**src/rtl/judge_vote_ctrl.sv**
```systemverilog
// -----------------------------------------------------------------------------
// judge_vote_ctrl
//   Runs repeated vote sets against an upstream square judge. Each set issues
//   VOTE_NUM judgement rounds (judge_start pulse, wait for judge_dready), tallies
//   square verdicts and tracks the minimum edge width over the square rounds.
//   At the end of a set, a one-cycle result_valid pulse accompanies the
//   registered majority verdict (square_cnt >= VOTE_TH).
//
//   Optional feature macro: JUDGE_VOTE_TIMEOUT_EN
//     defined   - a round that sees no judge_dready within TIMEOUT cycles is
//                 accepted as non-square and flagged in timeout_err.
//     undefined - WAIT blocks indefinitely; timeout_err is tied low.
//
// Ports
//   clk             clock, posedge
//   rst_n           async active-low reset
//   en              level; high keeps vote sets running back to back
//   judge_start     one-cycle start pulse to the judge (KICK state)
//   judge_dready    one-cycle result pulse from the judge (sampled in WAIT only)
//   judge_is_square judge verdict, qualified by judge_dready
//   judge_width     judge minimum edge width, qualified by judge_dready
//   result_valid    one-cycle pulse when a set completes (DONE state)
//   result_square   majority verdict of the last completed set
//   result_width    min width over square rounds of last set (all-ones if none)
//   square_cnt      square rounds in the last completed set
//   timeout_err     any round of the last completed set timed out
// -----------------------------------------------------------------------------
module judge_vote_ctrl #(
  parameter int          WIDTH_W  = 18,
  parameter int          VOTE_NUM = 8,
  parameter int          VOTE_TH  = 5,
  parameter logic [31:0] TIMEOUT  = 32'd8000
) (
  input  logic               clk,
  input  logic               rst_n,
  input  logic               en,
  output logic               judge_start,
  input  logic               judge_dready,
  input  logic               judge_is_square,
  input  logic [WIDTH_W-1:0] judge_width,
  output logic               result_valid,
  output logic               result_square,
  output logic [WIDTH_W-1:0] result_width,
  output logic [7:0]         square_cnt,
  output logic               timeout_err
);

  typedef enum logic [1:0] {IDLE, KICK, WAIT, DONE} state_t;

  // working state of the set in progress
  typedef struct packed {
    logic [7:0]         rnd;
    logic [7:0]         sq;
    logic [WIDTH_W-1:0] mn;
    logic               tmo;
  } work_t;

  localparam logic [7:0] VOTE_NUM_C = 8'(VOTE_NUM);
  localparam logic [7:0] VOTE_TH_C  = 8'(VOTE_TH);
  localparam work_t      WORK_CLR   = '{rnd: 8'd0, sq: 8'd0,
                                        mn: {WIDTH_W{1'b1}}, tmo: 1'b0};

  state_t state, state_nxt;
  work_t  wk, wk_nxt;
  logic   load_res;
  logic   tmo_hit;

`ifdef JUDGE_VOTE_TIMEOUT_EN
  logic [31:0] tmo_cnt;

  // fires on the TIMEOUT-th WAIT cycle without a dready, so the next KICK
  // lands exactly TIMEOUT cycles after WAIT was entered
  assign tmo_hit = (state == WAIT) && !judge_dready && (tmo_cnt == TIMEOUT - 32'd1);

  always_ff @(posedge clk or negedge rst_n) begin
    if (!rst_n)                   tmo_cnt <= 32'd0;
    else if (state != WAIT)       tmo_cnt <= 32'd0;
    else if (tmo_cnt != 32'hFFFF_FFFF) tmo_cnt <= tmo_cnt + 32'd1;
  end
`else
  logic unused_tmo;
  assign unused_tmo = ^TIMEOUT;
  assign tmo_hit    = 1'b0;
`endif

  always_ff @(posedge clk or negedge rst_n) begin
    if (!rst_n) begin
      state <= IDLE;
      wk    <= '{rnd: 8'd0, sq: 8'd0, mn: {WIDTH_W{1'b1}}, tmo: 1'b0};
    end else begin
      state <= state_nxt;
      wk    <= wk_nxt;
    end
  end

  always_comb begin
    state_nxt    = state;
    wk_nxt       = wk;
    load_res     = 1'b0;
    judge_start  = 1'b0;
    result_valid = 1'b0;
    case (state)
      IDLE: begin
        if (en) begin
          state_nxt = KICK;
          wk_nxt    = WORK_CLR;
        end
      end
      KICK: begin
        judge_start = 1'b1;
        state_nxt   = en ? WAIT : IDLE;
      end
      WAIT: begin
        // en dropping wins over a coincident dready: the partial set is discarded
        if (!en) begin
          state_nxt = IDLE;
        end else if (judge_dready || tmo_hit) begin
          wk_nxt.rnd = wk.rnd + 8'd1;
          if (judge_dready && judge_is_square) begin
            wk_nxt.sq = wk.sq + 8'd1;
            if (judge_width < wk.mn) wk_nxt.mn = judge_width;
          end
          if (!judge_dready) wk_nxt.tmo = 1'b1;
          if (wk_nxt.rnd == VOTE_NUM_C) begin
            state_nxt = DONE;
            load_res  = 1'b1;
          end else begin
            state_nxt = KICK;
          end
        end
      end
      DONE: begin
        result_valid = 1'b1;
        if (en) begin
          state_nxt = KICK;
          wk_nxt    = WORK_CLR;
        end else begin
          state_nxt = IDLE;
        end
      end
      default: state_nxt = IDLE;
    endcase
  end

  // results load on the edge entering DONE, so they are valid with result_valid
  always_ff @(posedge clk or negedge rst_n) begin
    if (!rst_n) begin
      result_square <= 1'b0;
      result_width  <= {WIDTH_W{1'b1}};
      square_cnt    <= 8'd0;
    end else if (load_res) begin
      result_square <= (wk_nxt.sq >= VOTE_TH_C);
      result_width  <= wk_nxt.mn;
      square_cnt    <= wk_nxt.sq;
    end
  end

`ifdef JUDGE_VOTE_TIMEOUT_EN
  always_ff @(posedge clk or negedge rst_n) begin
    if (!rst_n)        timeout_err <= 1'b0;
    else if (load_res) timeout_err <= wk_nxt.tmo;
  end
`else
  logic unused_wk_tmo;
  assign unused_wk_tmo = wk.tmo;
  assign timeout_err   = 1'b0;
`endif

endmodule

```
**config.mk**
```make
export PLATFORM = sky130hd
export DESIGN_NAME = judge_vote_ctrl
export DESIGN_NICKNAME = d
export VERILOG_FILES = /design/src/rtl/judge_vote_ctrl.sv
export SDC_FILE = /design/constraint.sdc
export NUM_CORES = 1
export LEC_CHECK = 0
export ABC_AREA = 1
export BUFFER_PORTS_ARGS = -buffer_cell sky130_fd_sc_hd__buf_4
export CAP_MARGIN = 30
export CORE_MARGIN = 2
export CORE_UTILIZATION = 35
export DETAILED_ROUTE_END_ITERATION = 10
export MAX_ROUTING_LAYER = met4
export PLACE_DENSITY = 0.52
export SETUP_SLACK_MARGIN = 0.02
export SKIP_LAST_GASP = 1
export SLEW_MARGIN = 20
export SYNTH_ARGS = -nofsm -noshare
export SYNTH_HDL_FRONTEND = slang
export SYNTH_SLANG_ARGS = --single-unit
```
**constraint.sdc**
```tcl
create_clock -name clk -period 2.2 [get_ports clk]
set_input_delay 0.22 -clock clk [delete_from_list [all_inputs] [get_ports clk]]
set_output_delay 0.22 -clock clk [all_outputs]
set_load 0.005 [all_outputs]
```
==> run summary <==
Drt first pass iters = 4
Hold WS = 16.5 ps
CP max stage delay = 520 ps
Worst-margin pin slew = 835 ps
Post-Synthesis Cells = 527
Nets = 653
Async SR Flop Fraction = 100%
Drt total wl = 10.6 mm
Synth-to-layout area growth = 34.4%
Commonest non-fill, non-tap cell in the layout = nand2_1
Worst vdd ir = 0.532 mV
Port Buffer Count = 51
Count of maximum capacitance violations = 0
Avg Cell Area, Syn = 7.64 um2
Clock sinks = 63
Total number of vias = 3651
Worst-path clk slew = 60 ps
Num CTS Buffers = 9
Gr usage total = 18.0%
Critical path's slowest cell = dfstp_2
Clk Latency, worst-skew pair = 330 ps
Post-route clock period utilization = 95.4%
Crit start category = flip-flop
Reg2reg start = wk[14]$_DFF_PN1_
Antenna fix cells = 0
Share of layout cells above drive strength 1 = 36.8%
Warnings, synthesis = 0
Main synth FF type = dfstp_2
Syn Std Cell Area = 4030 um2
Post-synth EDFFs = 0
Slew Limit Headroom = 44.3%
HP Class = input pin to asynchronous set/reset pin
# IOs = 53
Initial drt markers = 127
Vias per inst = 4.86
Post-synthesis sequential area ratio = 40.3%
First-pass GRT wire length = 17.4 mm
Antenna-violating nets left = 0
HPWL Detailed = 7.12 mm
Critical path class = flip-flop to flip-flop
Final worst slack = 101 ps
Final Hold Fails = 0
Clk buf depth = 2
Starting Density = 35.6%
Most frequent cells in the layout = nand2_1, buf_4, inv_1
Remaining Overflow, GRT = 0
Vias in the first global route = 3561
Outcome = finished clean
RePlAce Congestion = 0.811
R2R cell count = 10
Critical Path RT = 2450 ps
H-tree depth = 3
Routed len/inst = 14.1 um
Critical path capture point type = flip-flop
Worst EP arrival = 2350 ps
Pwr Density = 1100 nW/um2
Die height = 111 um
Worst R2R End = wk[4]$_DFF_PN1_
Initial antenna violation count = 0
Setup violators final = 0
Worst-path fanout max = 8
Hold buffer count at cts = 0
Netlist cell types = 38
Drt drc = 0
Flop2flop setup slack = 100 ps
Total die area = 12400 um2
Dpl ws = -66.2 ps
Filler cell count = 1096
CTS tree = yes
Fin. max-slew vios = 0
Final critical-path required period = 2100 ps
CP Cell Sequence = inv_1, ha_1, inv_1, o31a_1, nand2_2, nand2_8, buf_8, nand3_1, nand3_1, a21boi_0
Die width = 111 um
Unrepaired setup endpoints after global routing = yes
LEAKAGE = 2.59 nW
Root Driver = clkbuf_16
Fmax = 477 MHz
Pin count of the biggest net entering global routing = 64
FF+latch count, synth = 63
Clk_skew = 7.38 ps
Syn nets = 575
Placement Rows = 39
Core ar. = 11300 um2
-- cells in the mapped netlist, types with 7 or more instances --
library cell	count	area [um2]
dfstp_2	36	946
nand2_1	153	574
ha_1	25	313
dfrtp_1	27	676
inv_1	72	270
nand2_2	12	75.1
nand3_1	54	270
clkbuf_1	7	26.3
o21ai_0	23	115
a21oi_1	29	145
nand3_2	11	110
nor2_1	16	60.1
a21boi_0	8	60.1
a21boi_1	10	75.1
-- worst max-delay path, delay by kind of cell (launching register included) --
kind,cells,cell delay [ps]
simple gates,4,380
flops,1,520
fa+ha+maj,1,300
compound gates,2,490
buf+inv,3,320
-- area by class of cell --
cell class | count | area (um2) | area share (%)
well taps | 143 | 179 | 3.31
multi-input cells | 372 | 2360 | 43.6
repair buffers | 83 | 662 | 12.2
inverters | 76 | 288 | 5.32
clock buffers | 10 | 229 | 4.23
clock inverters | 5 | 73.8 | 1.36
flip-flops and latches | 63 | 1620 | 30.0
-- kinds of logic after synthesis --
logic type	count (synthesis)	synth area share [%]
simple gates	258	29.1
compound gates	81	12.1
xor+xnor	5	1.09
other cells	1	0.0931
buf+inv	94	9.54
fa+ha+maj	25	7.77
flops	63	40.3
-- flip-flops by register name (all words and copies together), names as in the netlist --
signal and cells:
result_square 1, square_cnt 8, wk 34, result_width 18, state 2
-- power breakdown --
| part | internal, mW | switching [mW] |
|---|---|---|
| Combinational | 1.13 | 1.73 |
| Clock | 0.977 | 0.520 |
| Sequential | 1.50 | 0.0853 |
| Total | 3.61 | 2.33 |
-- how the worst max path moves through the flow --
stage / startpoint / end / slack [ps] / cells after the start
finish: wk[14]$_DFF_PN1_ / wk[4]$_DFF_PN1_ / 100 / 10
global placement: wk[14]$_DFF_PN1_ / result_width[17]$_DFFE_PN1P_ / -50 / 13
floorplan: wk[6]$_DFF_PN1_ / result_width[0]$_DFFE_PN1P_ / 70 / 17
detailed placement: wk[14]$_DFF_PN1_ / result_width[17]$_DFFE_PN1P_ / -70 / 13
global route: wk[4]$_DFF_PN1_ / result_width[3]$_DFFE_PN1P_ / -60 / 17
CTS: wk[18]$_DFF_PN1_ / result_width[16]$_DFFE_PN1P_ / 30 / 11
-- metrics by stage --
| stage | setup TNS [ps] | instances | total power [mW] | cell area [um2] | util, % |
|---|---|---|---|---|---|
| finish | 0 | 752 | 5.94 | 5410 | 47.8 |
| global route | -217 | 752 | 6.42 | 5410 | 47.8 |
| CTS | 0 | 745 | 5.53 | 5030 | 44.4 |
| detailed placement | -737 | 728 | 3.97 | 4690 | 41.4 |
| global placement | -253 | 728 | 3.89 | 4690 | 41.4 |
| floorplan | 0 | 527 | 3.30 | 4030 | - |
-- timing repair --
action	4_1_cts	5_1_grt
cloned	1	1
resized for setup	5	71
pin swaps	1	26
endpoints found under the setup margin	29	41
buffers inserted	1	6
endpoints found under the hold margin	0	0
-- routing by layer --
layer  track usage (%)  vias up  wire [um]
met1              22.1     1721       4780
met2              29.4       56       5260
met4              5.43        0        167
met5                 -        -          0
li1                  -     1859          -
met3              4.37       15        400
(Power assumes the default switching activity.)
